--- src/rtl/core_run_pkg.sv ---
// Shared types and constants for the core run controller.
package core_run_pkg;

  typedef enum logic [1:0] {
    IDLE = 2'd0,
    HOLD = 2'd1,
    RUN  = 2'd2,
    DONE = 2'd3
  } run_state_e;

  localparam logic [1:0] CAUSE_NONE    = 2'd0;
  localparam logic [1:0] CAUSE_HALT    = 2'd1;
  localparam logic [1:0] CAUSE_TIMEOUT = 2'd2;
  localparam logic [1:0] CAUSE_STUCK   = 2'd3;

  localparam int unsigned RD_W          = 5;
  localparam int unsigned CNT_W         = 32;
  localparam int unsigned XLEN_DEFAULT  = 32;
  localparam int unsigned TRACE_ENTRY_W = 2 * XLEN_DEFAULT + RD_W;

  // Trace entry is {pc, rd, data}
  function automatic int unsigned trace_entry_w(input int unsigned xlen);
    return 2 * xlen + RD_W;
  endfunction

  // Saturating increment for the run counters
  function automatic logic [CNT_W-1:0] sat_inc(input logic [CNT_W-1:0] v);
    return (&v) ? v : v + CNT_W'(1);
  endfunction

endpackage

--- src/rtl/core_run_ctrl_trace_fifo.sv ---
// Writeback trace FIFO: combinational head, same-cycle push/pop, drop when full.
module trace_fifo
  import core_run_pkg::*;
#(
  parameter int unsigned WIDTH = TRACE_ENTRY_W,
  parameter int unsigned DEPTH = 8,
  localparam int unsigned AW = $clog2(DEPTH),
  localparam int unsigned LW = $clog2(DEPTH) + 1
) (
  input  logic             clk,
  input  logic             reset,
  input  logic             clear,
  input  logic             push,
  input  logic [WIDTH-1:0] push_data,
  input  logic             pop,
  output logic [WIDTH-1:0] pop_data,
  output logic [LW-1:0]    level,
  output logic             full,
  output logic             empty
);

  logic [WIDTH-1:0] mem [DEPTH];
  logic [AW-1:0]    wr_ptr;
  logic [AW-1:0]    rd_ptr;
  logic             do_push_c;
  logic             do_pop_c;

  assign full     = (level == LW'(DEPTH));
  assign empty    = (level == '0);
  assign pop_data = mem[rd_ptr];

  // A pop frees a slot for a same-cycle push even when full
  always_comb begin
    do_pop_c  = pop && !empty;
    do_push_c = push && (!full || do_pop_c);
  end

  // Storage write; pointers define validity so no reset is needed here
  always_ff @(posedge clk) begin
    if (do_push_c) begin
      mem[wr_ptr] <= push_data;
    end
  end

  // Pointer and level bookkeeping; pointers wrap modulo DEPTH
  always_ff @(posedge clk) begin
    if (!reset || clear) begin
      wr_ptr <= '0;
      rd_ptr <= '0;
      level  <= '0;
    end else begin
      if (do_push_c) wr_ptr <= wr_ptr + AW'(1);
      if (do_pop_c)  rd_ptr <= rd_ptr + AW'(1);
      case ({do_push_c, do_pop_c})
        2'b10:   level <= level + LW'(1);
        2'b01:   level <= level - LW'(1);
        default: level <= level;
      endcase
    end
  end

endmodule

--- src/rtl/core_run_ctrl.sv ---
// Run controller and commit monitor for the single-cycle RISC-V core.
module core_run_ctrl
  import core_run_pkg::*;
#(
  parameter int unsigned     XLEN        = 32,
  parameter int unsigned     RESET_HOLD  = 2,
  parameter int unsigned     MAX_CYCLES  = 20,
  parameter int unsigned     STUCK_LIMIT = 4,
  parameter logic [XLEN-1:0] HALT_INSTR  = XLEN'(32'h00000073),
  parameter int unsigned     TRACE_DEPTH = 8
) (
  input  logic                           clk,
  input  logic                           reset,
  input  logic                           start,
  input  logic [XLEN-1:0]                pc_in,
  input  logic [XLEN-1:0]                instr_in,
  input  logic                           rd_we_in,
  input  logic [4:0]                     rd_addr_in,
  input  logic [XLEN-1:0]                rd_data_in,
  input  logic                           trace_rd_en,
  output logic                           core_reset,
  output logic                           running,
  output logic                           done,
  output logic [1:0]                     done_cause,
  output logic [31:0]                    cycle_count,
  output logic [31:0]                    retired_count,
  output logic                           trace_valid,
  output logic [XLEN-1:0]                trace_pc,
  output logic [4:0]                     trace_rd,
  output logic [XLEN-1:0]                trace_data,
  output logic [$clog2(TRACE_DEPTH):0]   trace_level,
  output logic                           trace_overflow
);

  localparam int unsigned ENTRY_W = trace_entry_w(XLEN);
  localparam int unsigned HOLD_W  = $clog2(RESET_HOLD + 1);
  localparam int unsigned STUCK_W = $clog2(STUCK_LIMIT + 1);

  run_state_e          state;
  logic [HOLD_W-1:0]   hold_cnt;
  logic [XLEN-1:0]     prev_pc;
  logic                prev_valid;
  logic [STUCK_W-1:0]  eq_cnt;

  logic                clear_c;
  logic                push_c;
  logic                pop_c;
  logic                halt_c;
  logic                eq_now_c;
  logic                stuck_c;
  logic                timeout_c;

  logic [ENTRY_W-1:0]  push_entry;
  logic [ENTRY_W-1:0]  head_entry;
  logic                fifo_full;
  logic                fifo_empty;

  // Run-state decode: start edge, trace push/pop and termination conditions
  always_comb begin
    clear_c   = start && ((state == IDLE) || (state == DONE));
    push_c    = (state == RUN) && rd_we_in && (rd_addr_in != 5'd0);
    pop_c     = trace_rd_en && !fifo_empty;
    halt_c    = (instr_in == HALT_INSTR);
    eq_now_c  = prev_valid && (pc_in == prev_pc);
    stuck_c   = eq_now_c && (eq_cnt == STUCK_W'(STUCK_LIMIT - 2));
    timeout_c = (cycle_count == 32'(MAX_CYCLES - 1));
  end

  // FSM with registered outputs, counters and stuck-PC detector
  always_ff @(posedge clk) begin
    if (!reset) begin
      state         <= IDLE;
      core_reset    <= 1'b1;
      running       <= 1'b0;
      done          <= 1'b0;
      done_cause    <= CAUSE_NONE;
      cycle_count   <= '0;
      retired_count <= '0;
      hold_cnt      <= '0;
      prev_pc       <= '0;
      prev_valid    <= 1'b0;
      eq_cnt        <= '0;
    end else begin
      case (state)
        IDLE, DONE: begin
          if (start) begin
            state         <= HOLD;
            core_reset    <= 1'b1;
            running       <= 1'b0;
            done          <= 1'b0;
            done_cause    <= CAUSE_NONE;
            cycle_count   <= '0;
            retired_count <= '0;
            hold_cnt      <= '0;
          end
        end
        HOLD: begin
          if (hold_cnt == HOLD_W'(RESET_HOLD - 1)) begin
            state      <= RUN;
            core_reset <= 1'b0;
            running    <= 1'b1;
            prev_valid <= 1'b0;
            eq_cnt     <= '0;
          end else begin
            hold_cnt <= hold_cnt + HOLD_W'(1);
          end
        end
        RUN: begin
          cycle_count <= sat_inc(cycle_count);
          if (push_c) retired_count <= sat_inc(retired_count);
          prev_pc    <= pc_in;
          prev_valid <= 1'b1;
          eq_cnt     <= eq_now_c ? eq_cnt + STUCK_W'(1) : '0;
          if (halt_c || stuck_c || timeout_c) begin
            state      <= DONE;
            core_reset <= 1'b1;
            running    <= 1'b0;
            done       <= 1'b1;
            if (halt_c)       done_cause <= CAUSE_HALT;
            else if (stuck_c) done_cause <= CAUSE_STUCK;
            else              done_cause <= CAUSE_TIMEOUT;
          end
        end
        default: state <= IDLE;
      endcase
    end
  end

  // Sticky overflow: a push lost because the FIFO was full and not popped
  always_ff @(posedge clk) begin
    if (!reset || clear_c) begin
      trace_overflow <= 1'b0;
    end else if (push_c && fifo_full && !pop_c) begin
      trace_overflow <= 1'b1;
    end
  end

  assign push_entry = {pc_in, rd_addr_in, rd_data_in};

  trace_fifo #(
    .WIDTH (ENTRY_W),
    .DEPTH (TRACE_DEPTH)
  ) u_trace_fifo (
    .clk       (clk),
    .reset     (reset),
    .clear     (clear_c),
    .push      (push_c),
    .push_data (push_entry),
    .pop       (trace_rd_en),
    .pop_data  (head_entry),
    .level     (trace_level),
    .full      (fifo_full),
    .empty     (fifo_empty)
  );

  assign trace_valid = !fifo_empty;
  assign trace_pc    = head_entry[ENTRY_W-1 -: XLEN];
  assign trace_rd    = head_entry[XLEN +: 5];
  assign trace_data  = head_entry[XLEN-1:0];

endmodule

--- config.mk ---
export PLATFORM = sky130hd
export DESIGN_NAME = core_run_ctrl
export DESIGN_NICKNAME = d
export VERILOG_FILES = /design/src/rtl/core_run_pkg.sv /design/src/rtl/core_run_ctrl_trace_fifo.sv /design/src/rtl/core_run_ctrl.sv
export SDC_FILE = /design/constraint.sdc
export NUM_CORES = 1
export LEC_CHECK = 0
export CAP_MARGIN = 20
export CORE_MARGIN = 5
export CORE_UTILIZATION = 60
export CTS_CLUSTER_SIZE = 14
export DETAILED_ROUTE_END_ITERATION = 8
export PLACE_DENSITY = 0.81
export SLEW_MARGIN = 15
export SYNTH_ARGS = -nofsm -noshare
export SYNTH_HDL_FRONTEND = slang
export SYNTH_HIERARCHICAL = 1
export SYNTH_SLANG_ARGS = --single-unit
--- constraint.sdc ---
create_clock -name clk -period 15.45 [get_ports clk]
set_input_delay 2.3175 -clock clk [delete_from_list [all_inputs] [get_ports clk]]
set_output_delay 2.3175 -clock clk [all_outputs]
set_load 0.01 [all_outputs]
==> results of run 1 <==
## area by class of cell
| class | instances | area (µm²) | area share |
|---|---|---|---|
| clock inverter | 33 | 335 | 0.0103 |
| multi-input combinational | 775 | 7760 | 0.239 |
| inverter | 19 | 71.3 | 0.00220 |
| clock buffer | 87 | 1760 | 0.0544 |
| timing repair buffer | 268 | 2670 | 0.0823 |
| antenna | 3 | 7.51 | 0.000232 |
| sequential | 675 | 19000 | 0.588 |
| tap | 600 | 751 | 0.0232 |
## kinds of logic (layout without fill, tap and decap cells)
logic type,after synthesis,count (layout),share of synthesized area
compound gates,114,114,0.0284
other cells,0,3,0
xor+xnor,78,78,0.0251
simple gates,324,324,0.0655
flops,675,675,0.701
mux,246,246,0.157
buf+inv,90,407,0.0167
fa+ha+maj,13,13,0.00626
## sequential cells by signal (all words and copies together) (netlist names), named ones only
signal / count
cycle_count: 32
done: 1
trace_overflow: 1
u_trace_fifo/wr_ptr: 3
done_cause: 2
state: 2
hold_cnt: 2
eq_cnt: 3
u_trace_fifo/mem: 552
u_trace_fifo/rd_ptr: 3
u_trace_fifo/level: 4
prev_valid: 1
core_reset: 1
running: 1
retired_count: 32
prev_pc: 32
## final timing paths
check | from | endpoint | slack (ps)
setup / recovery | register | trace_pc[8] | 9320
hold / removal | done | done | 460
hold reg to reg | done | done | 460
setup reg to reg | state[0] | u_trace_fifo/mem[0][58] | 11630
## power groups by stage
stage	Sequential [µW]	Combinational, µW	Clock, µW
2_1_floorplan	2080	346	0
3_3_place_gp	2090	524	0
3_5_place_dp	2100	537	0
4_1_cts	2060	543	1600
5_1_grt	2060	580	1680
6_report	2060	538	1570
## placed cells by master (no fill, tap or decap), types with 20 or more instances in the layout
cell	netlist	layout
sky130_fd_sc_hd__edfxtp_1	552	552
sky130_fd_sc_hd__clkdlybuf4s50_1	0	248
sky130_fd_sc_hd__mux4_2	138	138
sky130_fd_sc_hd__dfxtp_1	123	120
sky130_fd_sc_hd__mux2_2	70	70
sky130_fd_sc_hd__nor2_1	73	67
sky130_fd_sc_hd__clkbuf_16	0	67
sky130_fd_sc_hd__xor2_1	58	58
sky130_fd_sc_hd__nand2_1	42	42
sky130_fd_sc_hd__nor2b_1	39	39
sky130_fd_sc_hd__mux2i_1	38	38
sky130_fd_sc_hd__nand4_1	31	31
sky130_fd_sc_hd__a21oi_1	30	30
sky130_fd_sc_hd__nand3_1	26	26
sky130_fd_sc_hd__nor4_1	25	25
sky130_fd_sc_hd__xnor2_1	20	20
sky130_fd_sc_hd__o21ai_0	20	20
## per-layer routing
layer  global-route usage  routed length, µm  vias up
met5                    0                 54        -
met1                0.320              23600     7758
li1                     -                  -     6638
met3               0.0539               4430      104
met2                0.409              30900      583
met4               0.0680               1360        6
## stage by stage
stage / hold WS (ps) / power [µW] / setup WS (ps) / util
after floorplan: 460 / 2430 / 6860 / -
after global placement: 449 / 2620 / 8940 / 0.670
after detailed placement: 456 / 2630 / 8740 / 0.671
after CTS: 466 / 4200 / 9060 / 0.717
after global routing: 479 / 4330 / 8990 / 0.719
final: 464 / 4160 / 9320 / 0.719
## synth_stat cells, types with 25 or more instances
cell / number
sky130_fd_sc_hd__mux2i_1: 38
sky130_fd_sc_hd__nand2_1: 42
sky130_fd_sc_hd__nor4_1: 25
sky130_fd_sc_hd__nor2_1: 73
sky130_fd_sc_hd__nand4_1: 31
sky130_fd_sc_hd__edfxtp_1: 552
sky130_fd_sc_hd__a21oi_1: 30
sky130_fd_sc_hd__nor2b_1: 39
sky130_fd_sc_hd__xor2_1: 58
sky130_fd_sc_hd__clkbuf_1: 35
sky130_fd_sc_hd__mux2_2: 70
sky130_fd_sc_hd__mux4_2: 138
sky130_fd_sc_hd__dfxtp_1: 123
sky130_fd_sc_hd__nand3_1: 26
## worst max-delay path, stage by stage (launching register included)
cell and delay (ps):
sky130_fd_sc_hd__dfxtp_4 840, sky130_fd_sc_hd__buf_4 860, sky130_fd_sc_hd__mux4_2 610, sky130_fd_sc_hd__mux2_2 270, sky130_fd_sc_hd__clkdlybuf4s50_1 560
==> impl_metrics.xml, run 1 <==
<?xml version="1.0" encoding="UTF-8"?>
<metrics>
  <group name="synthesis">
    <metric name="netlist_area" unit="mm²">0.0272</metric>
    <metric name="synth-warning-count" unit="">6</metric>
    <metric name="synth_top_area_share" unit="">0.610</metric>
    <metric name="netlist_top_cells_area" unit="">sky130_fd_sc_hd__edfxtp_1 61%, sky130_fd_sc_hd__mux4_2 11%, sky130_fd_sc_hd__dfxtp_1 9.1%</metric>
    <metric name="synth_edf_count" unit="">552</metric>
    <metric name="ys_seq_elements" unit="">675</metric>
    <metric name="yosysSeqAreaShare" unit="">0.701</metric>
    <metric name="async_reset_ff_frac" unit="">0</metric>
    <metric name="synth_flop_cell" unit="">sky130_fd_sc_hd__edfxtp_1</metric>
    <metric name="synth_fp_nets" unit="">1659</metric>
    <metric name="yosysUniqueCellTypes" unit="">69</metric>
    <metric name="post-synth-top-area-cell" unit="">sky130_fd_sc_hd__edfxtp_1</metric>
    <metric name="syn_avg_cell_area" unit="µm²">17.6</metric>
    <metric name="syn_inst_count" unit="">1540</metric>
  </group>
  <group name="drt">
    <metric name="route.vias.total" unit="">15100</metric>
    <metric name="drc_errors" unit="">0</metric>
    <metric name="first_pass_iters" unit="">7</metric>
    <metric name="routed_wire_length_per_instance" unit="µm">24.5</metric>
    <metric name="finalWirelength" unit="mm">60.3</metric>
    <metric name="detailed_router_s_first_iteration_violation_count" unit="">1522</metric>
    <metric name="via_to_cell_ratio" unit="">6.13</metric>
    <metric name="ant_nets" unit="">0</metric>
  </group>
  <group name="floorplanning">
    <metric name="coreArea" unit="mm²">0.0451</metric>
    <metric name="die_y" unit="µm">223</metric>
    <metric name="start_util" unit="">0.603</metric>
    <metric name="die_w" unit="µm">223</metric>
    <metric name="rows" unit="">78</metric>
    <metric name="design.portCount" unit="">250</metric>
    <metric name="design.die.area" unit="mm²">0.0496</metric>
  </group>
  <group name="worst_hold_path">
    <metric name="holdPathStages" unit="">2</metric>
    <metric name="worst_hold_path_type" unit="">register to register</metric>
  </group>
  <group name="sta">
    <metric name="report.final.slew_viol_count" unit="">0</metric>
    <metric name="timing.slew.headroom" unit="">0.295</metric>
    <metric name="grt_setup_unrepaired" unit="">no</metric>
    <metric name="fin_setup_tns" unit="ps">0</metric>
    <metric name="final-hold-violation-count" unit="">0</metric>
    <metric name="worst_slew_pin_slew" unit="ps">1060</metric>
    <metric name="final_period_minus_worst_setup_slack" unit="ps">6130</metric>
    <metric name="finalCritPeriodShare" unit="">0.397</metric>
    <metric name="peak_freq" unit="MHz">163</metric>
    <metric name="setup_viol_count_final" unit="">0</metric>
    <metric name="clock_skews" unit="ps">23.1</metric>
  </group>
  <group name="clock_network">
    <metric name="postCtsHoldBufs" unit="">0</metric>
    <metric name="ctsRootBufferMaster" unit="">sky130_fd_sc_hd__clkbuf_16</metric>
    <metric name="cts.reportedPaths.clkPinSlew" unit="ps">60</metric>
    <metric name="numCtsBuffers" unit="">66</metric>
    <metric name="max_buffers_root_to_sink" unit="">3</metric>
    <metric name="cts_tree" unit="">built</metric>
    <metric name="cts_resized" unit="">0</metric>
    <metric name="postCtsSetupRepairBufs" unit="">0</metric>
    <metric name="cts_htree_levels" unit="">3</metric>
    <metric name="clock-sinks" unit="">675</metric>
    <metric name="worstSkewPairLatency" unit="ps">590</metric>
  </group>
  <group name="critical_path">
    <metric name="cp_data_required_time" unit="ps">13130</metric>
    <metric name="worst-endpoint-arrival" unit="ps">3810</metric>
    <metric name="critPathMaxFanout" unit="">49</metric>
    <metric name="timing.reg2reg.worst_path_depth" unit="">8</metric>
    <metric name="critical_path.startpoint_type" unit="">register</metric>
    <metric name="crit_path_end_kind" unit="">primary output</metric>
    <metric name="worst-setup-path-type" unit="">register to primary output</metric>
  </group>
  <group name="finish">
    <metric name="final_layout_size_suffix_gt1_frac" unit="">0.191</metric>
    <metric name="finish.net_count" unit="">1924</metric>
    <metric name="syn_to_final_growth" unit="%">19.2</metric>
    <metric name="finish.instance_area" unit="mm²">0.0324</metric>
    <metric name="layoutNonFillerInstCount" unit="">2460</metric>
    <metric name="nFillCells" unit="">2746</metric>
  </group>
  <group name="power_and_ir_drop">
    <metric name="switching_share" unit="">0.236</metric>
    <metric name="netsw" unit="µW">981</metric>
    <metric name="power.share.combinational" unit="">0.129</metric>
    <metric name="internal_power" unit="µW">3180</metric>
    <metric name="power_density" unit="mW/mm²">129</metric>
    <metric name="p_leak" unit="µW">0.0102</metric>
    <metric name="power.share.sequential" unit="">0.494</metric>
    <metric name="power.clock.fraction" unit="">0.377</metric>
    <metric name="power.ir.vdd_worst" unit="mV">0.0851</metric>
  </group>
  <group name="placed_design">
    <metric name="place.detailed.hpwl" unit="mm">34.7</metric>
    <metric name="dp_cells" unit="">2335</metric>
    <metric name="routabilityCongestion" unit="">0.818</metric>
    <metric name="place.port_buffers" unit="">249</metric>
    <metric name="placedInstanceArea" unit="mm²">0.0302</metric>
  </group>
  <group name="run">
    <metric name="drv.max_cap_violation_count" unit="">0</metric>
  </group>
  <group name="grt">
    <metric name="grt_pass1_vias" unit="">15600</metric>
    <metric name="global_route_total_overflow" unit="">0</metric>
    <metric name="wire_length_of_the_first_global_routing_pass" unit="mm">92.7</metric>
    <metric name="grt_use_total" unit="">0.242</metric>
    <metric name="largest_net_degree_at_the_start_of_global_routing" unit="">80</metric>
    <metric name="grt_antenna_before_repair" unit="">6</metric>
  </group>
  <group name="outcome">
    <metric name="run_status" unit="">finished, final reports clean</metric>
  </group>
</metrics>
No activity file was read; power rests on OpenSTA's default activity.
==> inputs of run 2 (changes only) <==
Settings changed: CORE_UTILIZATION 60 to 57, PLACE_DENSITY 0.81 to 0.77.
Clock period 15.45 ns to 5.7 ns, I/O delays scaled along.
==> impl_metrics.xml, run 2 (same netlist as run 1, synthesis figures left out) <==
<?xml version="1.0" encoding="UTF-8"?>
<metrics>
  <group name="critical_path">
    <metric name="timing.reg2reg.worst_path_depth" unit="">7</metric>
    <metric name="crit_start" unit="">rd_addr_in[0]</metric>
    <metric name="path_cells" unit="">clkdlybuf4s50_1, or4_1, o21ai_1, nor2_1, o211ai_1, nor2_4, buf_4</metric>
    <metric name="critPathMaxFanout" unit="">44</metric>
    <metric name="regToRegEndpoint" unit="">u_trace_fifo/mem[3][1]</metric>
    <metric name="rr_startpoint" unit="">state[0]</metric>
    <metric name="critical_path.startpoint_type" unit="">primary input</metric>
    <metric name="crit_path_end_kind" unit="">register</metric>
    <metric name="timing.critical_path.slowest_cell_delay" unit="ps">930</metric>
    <metric name="cp_data_required_time" unit="ps">5900</metric>
    <metric name="worst-setup-path-type" unit="">primary input to register</metric>
    <metric name="reg2reg_slack" unit="ps">1960</metric>
    <metric name="worst-endpoint-arrival" unit="ps">4530</metric>
    <metric name="slowest_stage_cell_crit_path" unit="">sky130_fd_sc_hd__nor2_4</metric>
  </group>
  <group name="floorplanning">
    <metric name="design.die.area" unit="mm²">0.0521</metric>
    <metric name="coreArea" unit="mm²">0.0474</metric>
    <metric name="design.portCount" unit="">250</metric>
    <metric name="die_y" unit="µm">228</metric>
    <metric name="die_w" unit="µm">228</metric>
    <metric name="rows" unit="">80</metric>
    <metric name="start_util" unit="">0.573</metric>
  </group>
  <group name="clock_network">
    <metric name="ctsRootBufferMaster" unit="">sky130_fd_sc_hd__clkbuf_16</metric>
    <metric name="worstSkewPairLatency" unit="ps">580</metric>
    <metric name="cts_tree" unit="">built</metric>
    <metric name="clock-sinks" unit="">675</metric>
    <metric name="cts_htree_levels" unit="">3</metric>
    <metric name="cts.reportedPaths.clkPinSlew" unit="ps">60</metric>
    <metric name="postCtsSetupRepairBufs" unit="">0</metric>
    <metric name="postCtsHoldBufs" unit="">0</metric>
    <metric name="max_buffers_root_to_sink" unit="">3</metric>
    <metric name="cts_resized" unit="">0</metric>
    <metric name="numCtsBuffers" unit="">67</metric>
  </group>
  <group name="placed_design">
    <metric name="place.port_buffers" unit="">249</metric>
    <metric name="dp_cells" unit="">2353</metric>
    <metric name="place.detailed.hpwl" unit="mm">34.3</metric>
    <metric name="routabilityCongestion" unit="">0.827</metric>
  </group>
  <group name="sta">
    <metric name="report.final.slew_viol_count" unit="">0</metric>
    <metric name="grt_setup_unrepaired" unit="">no</metric>
    <metric name="timing.slew.headroom" unit="">0.284</metric>
    <metric name="final-hold-violation-count" unit="">0</metric>
    <metric name="peak_freq" unit="MHz">231</metric>
    <metric name="final_period_minus_worst_setup_slack" unit="ps">4330</metric>
    <metric name="clock_skews" unit="ps">18.4</metric>
    <metric name="worst_slew_pin_slew" unit="ps">1070</metric>
    <metric name="setup_viol_count_final" unit="">0</metric>
    <metric name="fin_setup_tns" unit="ps">0</metric>
    <metric name="finalCritPeriodShare" unit="">0.760</metric>
  </group>
  <group name="run">
    <metric name="drv.max_cap_violation_count" unit="">0</metric>
  </group>
  <group name="drt">
    <metric name="route.vias.total" unit="">14800</metric>
    <metric name="via_to_cell_ratio" unit="">5.99</metric>
    <metric name="drc_errors" unit="">0</metric>
    <metric name="routed_wire_length_per_instance" unit="µm">23.6</metric>
    <metric name="first_pass_iters" unit="">4</metric>
    <metric name="finalWirelength" unit="mm">58.5</metric>
    <metric name="ant_nets" unit="">0</metric>
    <metric name="detailed_router_s_first_iteration_violation_count" unit="">1125</metric>
  </group>
  <group name="power_and_ir_drop">
    <metric name="switching_share" unit="">0.228</metric>
    <metric name="power.share.sequential" unit="">0.494</metric>
    <metric name="p_leak" unit="µW">0.0102</metric>
    <metric name="power_density" unit="mW/mm²">348</metric>
    <metric name="internal_power" unit="µW">8730</metric>
    <metric name="power.ir.vdd_worst" unit="mV">0.243</metric>
    <metric name="power.clock.fraction" unit="">0.378</metric>
    <metric name="power.share.combinational" unit="">0.128</metric>
    <metric name="netsw" unit="µW">2580</metric>
  </group>
  <group name="worst_hold_path">
    <metric name="holdPathStages" unit="">2</metric>
    <metric name="hold_end" unit="">done_cause[1]</metric>
    <metric name="hold_path.startpoint" unit="">done_cause[1]</metric>
    <metric name="worst_hold_path_type" unit="">register to register</metric>
  </group>
  <group name="finish">
    <metric name="mostFrequentLayoutCell" unit="">sky130_fd_sc_hd__edfxtp_1</metric>
    <metric name="finish.net_count" unit="">1928</metric>
    <metric name="nFillCells" unit="">3052</metric>
    <metric name="final_layout_size_suffix_gt1_frac" unit="">0.190</metric>
    <metric name="layoutNonFillerInstCount" unit="">2476</metric>
    <metric name="syn_to_final_growth" unit="%">19.7</metric>
    <metric name="largest-register" unit="">u_trace_fifo/mem</metric>
    <metric name="final_cell_mix" unit="">552 x sky130_fd_sc_hd__edfxtp_1, 248 x sky130_fd_sc_hd__clkdlybuf4s50_1, 138 x sky130_fd_sc_hd__mux4_2, 120 x sky130_fd_sc_hd__dfxtp_1, 71 x sky130_fd_sc_hd__clkbuf_16</metric>
    <metric name="largest_register_ff_count" unit="">552</metric>
  </group>
  <group name="grt">
    <metric name="grt_pass1_vias" unit="">15700</metric>
    <metric name="largest_net_degree_at_the_start_of_global_routing" unit="">110</metric>
    <metric name="wire_length_of_the_first_global_routing_pass" unit="mm">91.6</metric>
    <metric name="grt_antenna_before_repair" unit="">7</metric>
    <metric name="grt_use_total" unit="">0.224</metric>
    <metric name="global_route_total_overflow" unit="">0</metric>
  </group>
  <group name="outcome">
    <metric name="run_status" unit="">finished, final reports clean</metric>
  </group>
</metrics>
==> run 2: worst max path at each step <==
stage                                         to  depth (start not counted)
after global placement    u_trace_fifo/mem[7][1]                          7
after floorplan           u_trace_fifo/mem[4][0]                          7
after detailed placement  u_trace_fifo/mem[7][6]                          7
after CTS                 u_trace_fifo/mem[7][1]                          7
after global routing              trace_data[27]                          4
final                     u_trace_fifo/mem[3][1]                          7
==> run 2: power groups by stage <==
stage               combinational [µW]  clock [µW]  sequential (µW)
floorplan                          939           0             5640
global placement                  1430           0             5680
detailed placement                1460           0             5690
CTS                               1470        4360             5580
global route                      1560        4600             5600
finish                            1450        4280             5580
==> run 2: layout make-up <==
cell class,count,area (µm²),share of cell area
Inverter,19,71.3,0.00219
Timing Repair Buffer,271,2720,0.0837
Multi-Input combinational cell,775,7760,0.239
Sequential cell,675,19000,0.586
Antenna cell,2,5.00,0.000154
Clock buffer,92,1910,0.0586
Clock inverter,27,231,0.00712
Tap cell,615,769,0.0237
==> run 2: critical path, delay by kind of cell <==
family	cells	cell delay [ps]
simple gates	3	1600
buf+inv	2	1380
compound gates	2	650
==> run 2: per-layer routing <==
| metal | up-vias | track usage | wire [µm] |
|---|---|---|---|
| met5 | - | 0 | 44 |
| met4 | 8 | 0.0563 | 1140 |
| met3 | 82 | 0.0513 | 4140 |
| met2 | 534 | 0.383 | 29600 |
| met1 | 7566 | 0.295 | 23500 |
| li1 | 6649 | - | - |
==> run 2: per-stage QoR <==
stage | hold WS, ps | setup WS [ps] | power [µW] | utilization | cell area, µm²
floorplan | 460 | 427 | 6580 | - | 27200
global placement | 435 | 864 | 7110 | 0.639 | 30300
detailed placement | 437 | 689 | 7140 | 0.639 | 30300
CTS | 447 | 1290 | 11400 | 0.685 | 32500
global route | 471 | 1150 | 11800 | 0.685 | 32500
finish | 445 | 1370 | 11300 | 0.685 | 32500
==> inputs of run 3 (changes only) <==
Clock period 5.7 ns to 4.05 ns, I/O delays scaled along.
==> impl_metrics.xml, run 3 (same netlist as run 1, synthesis figures left out) <==
<?xml version="1.0" encoding="UTF-8"?>
<metrics>
  <group name="outcome">
    <metric name="run_status" unit="">finished, final reports clean</metric>
  </group>
  <group name="critical_path">
    <metric name="critical_path.startpoint_type" unit="">register</metric>
    <metric name="worst-setup-path-type" unit="">register to primary output</metric>
    <metric name="crit_path_end_kind" unit="">primary output</metric>
    <metric name="worst-endpoint-arrival" unit="ps">3000</metric>
    <metric name="critPathMaxFanout" unit="">35</metric>
    <metric name="cp_data_required_time" unit="ps">3440</metric>
  </group>
  <group name="worst_hold_path">
    <metric name="worst_hold_path_type" unit="">register to register</metric>
  </group>
  <group name="clock_network">
    <metric name="cts_htree_levels" unit="">3</metric>
    <metric name="cts_tree" unit="">built</metric>
    <metric name="numCtsBuffers" unit="">69</metric>
    <metric name="cts.reportedPaths.clkPinSlew" unit="ps">60</metric>
    <metric name="cts_resized" unit="">0</metric>
    <metric name="max_buffers_root_to_sink" unit="">3</metric>
    <metric name="worstSkewPairLatency" unit="ps">590</metric>
    <metric name="ctsRootBufferMaster" unit="">sky130_fd_sc_hd__clkbuf_16</metric>
    <metric name="postCtsHoldBufs" unit="">0</metric>
    <metric name="postCtsSetupRepairBufs" unit="">0</metric>
    <metric name="clock-sinks" unit="">675</metric>
  </group>
  <group name="drt">
    <metric name="routed_wire_length_per_instance" unit="µm">24.2</metric>
    <metric name="via_to_cell_ratio" unit="">5.98</metric>
    <metric name="detailed_router_s_first_iteration_violation_count" unit="">1341</metric>
    <metric name="first_pass_iters" unit="">5</metric>
    <metric name="route.vias.total" unit="">15000</metric>
    <metric name="ant_nets" unit="">0</metric>
    <metric name="drc_errors" unit="">0</metric>
    <metric name="finalWirelength" unit="mm">60.7</metric>
  </group>
  <group name="power_and_ir_drop">
    <metric name="power.clock.fraction" unit="">0.383</metric>
    <metric name="power_density" unit="mW/mm²">492</metric>
    <metric name="power.share.sequential" unit="">0.484</metric>
    <metric name="internal_power" unit="µW">12500</metric>
    <metric name="p_leak" unit="µW">0.0104</metric>
    <metric name="power.share.combinational" unit="">0.133</metric>
    <metric name="power.ir.vdd_worst" unit="mV">0.305</metric>
    <metric name="switching_share" unit="">0.231</metric>
    <metric name="netsw" unit="µW">3740</metric>
  </group>
  <group name="finish">
    <metric name="final_cell_mix" unit="">552 x sky130_fd_sc_hd__edfxtp_1, 248 x sky130_fd_sc_hd__clkdlybuf4s50_1, 138 x sky130_fd_sc_hd__mux4_2, 120 x sky130_fd_sc_hd__dfxtp_1, 73 x sky130_fd_sc_hd__clkbuf_16</metric>
    <metric name="largest_register_ff_count" unit="">552</metric>
    <metric name="final_layout_size_suffix_gt1_frac" unit="">0.203</metric>
    <metric name="nFillCells" unit="">2972</metric>
    <metric name="mostFrequentLayoutCell" unit="">sky130_fd_sc_hd__edfxtp_1</metric>
    <metric name="finish.net_count" unit="">1953</metric>
    <metric name="finish.instance_area" unit="mm²">0.0329</metric>
    <metric name="syn_to_final_growth" unit="%">21.1</metric>
    <metric name="largest-register" unit="">u_trace_fifo/mem</metric>
    <metric name="final_util" unit="">0.694</metric>
    <metric name="layoutNonFillerInstCount" unit="">2505</metric>
  </group>
  <group name="sta">
    <metric name="final-hold-violation-count" unit="">0</metric>
    <metric name="setup_viol_count_final" unit="">0</metric>
    <metric name="clock_skews" unit="ps">21.2</metric>
    <metric name="final.setup.worst_slack" unit="ps">447</metric>
    <metric name="final_period_minus_worst_setup_slack" unit="ps">3600</metric>
    <metric name="report.final.slew_viol_count" unit="">0</metric>
    <metric name="finalCritPeriodShare" unit="">0.890</metric>
    <metric name="worst_slew_pin_slew" unit="ps">853</metric>
    <metric name="peak_freq" unit="MHz">278</metric>
    <metric name="timing.slew.headroom" unit="">0.429</metric>
    <metric name="grt_setup_unrepaired" unit="">no</metric>
    <metric name="fin_setup_tns" unit="ps">0</metric>
  </group>
  <group name="placed_design">
    <metric name="place.port_buffers" unit="">249</metric>
    <metric name="place.detailed.hpwl" unit="mm">36.6</metric>
    <metric name="dp_cells" unit="">2378</metric>
    <metric name="pre_cts_slack" unit="ps">380</metric>
    <metric name="placedInstanceArea" unit="mm²">0.0307</metric>
    <metric name="routabilityCongestion" unit="">0.856</metric>
  </group>
  <group name="floorplanning">
    <metric name="design.die.area" unit="mm²">0.0521</metric>
    <metric name="die_w" unit="µm">228</metric>
    <metric name="coreArea" unit="mm²">0.0474</metric>
    <metric name="start_util" unit="">0.573</metric>
    <metric name="design.portCount" unit="">250</metric>
    <metric name="die_y" unit="µm">228</metric>
    <metric name="rows" unit="">80</metric>
  </group>
  <group name="grt">
    <metric name="wire_length_of_the_first_global_routing_pass" unit="mm">95.0</metric>
    <metric name="grt_use_total" unit="">0.234</metric>
    <metric name="largest_net_degree_at_the_start_of_global_routing" unit="">55</metric>
    <metric name="grt_antenna_before_repair" unit="">6</metric>
    <metric name="global_route_total_overflow" unit="">0</metric>
    <metric name="grt_pass1_vias" unit="">16000</metric>
  </group>
  <group name="run">
    <metric name="drv.max_cap_violation_count" unit="">0</metric>
  </group>
</metrics>
run 3: cell types whose count changed in the layout (fill, tap and decap cells not counted), sizes merged:
cell	before	now
clkinv	20	19
bufinv	4	5
buf	23	46
clkbuf	92	95
diode	2	4
inv	20	21
run 3: per-stage QoR:
stage / hold slack [ps] / total power [µW]
after floorplan: 460 / 9260
after detailed placement: 444 / 10100
after global placement: 435 / 10100
after CTS: 462 / 16300
after global routing: 489 / 16800
final: 465 / 16200
run 3: critical path, cell delays in order, from the launching register on:
cell and delay [ps]:
sky130_fd_sc_hd__dfxtp_4 700, sky130_fd_sc_hd__buf_4 470, sky130_fd_sc_hd__mux4_2 400, sky130_fd_sc_hd__mux2_2 300, sky130_fd_sc_hd__clkdlybuf4s50_1 490
run 3: final timing paths:
| path | from | endpoint | depth (start not counted) | slack, ps |
|---|---|---|---|---|
| hold / removal | done_cause[1] | done_cause[1] | 2 | 470 |
| setup reg to reg | state[0] | u_trace_fifo/mem[2][39] | 8 | 910 |
| setup / recovery | register | trace_pc[30] | 4 | 450 |
| hold reg to reg | done_cause[1] | done_cause[1] | 2 | 470 |
run 3: power groups by stage:
stage	clock network (µW)	logic (µW)	registers (µW)
2_1_floorplan	0	1320	7940
3_3_place_gp	0	2120	7970
3_5_place_dp	0	2150	7980
4_1_cts	6320	2180	7840
5_1_grt	6650	2320	7860
6_report	6210	2150	7840
run 3: final cells by class:
cell class / instances / area (µm²) / share of cell area
Clock buffer: 95 / 1940 / 0.0589
Sequential cell: 675 / 19000 / 0.579
Tap cell: 615 / 769 / 0.0234
Clock inverter: 28 / 273 / 0.00829
Timing Repair Buffer: 294 / 3030 / 0.0919
Multi-Input combinational cell: 775 / 7770 / 0.236
Antenna cell: 4 / 10.0 / 0.000304
Inverter: 19 / 71.3 / 0.00217
run 3: routing by layer:
layer,wire length (µm),GRT usage,up-vias
li1,-,-,6704
met1,24300,0.307,7622
met2,30400,0.390,563
met3,4550,0.0609,88
met4,1420,0.0737,2
met5,13,0,-
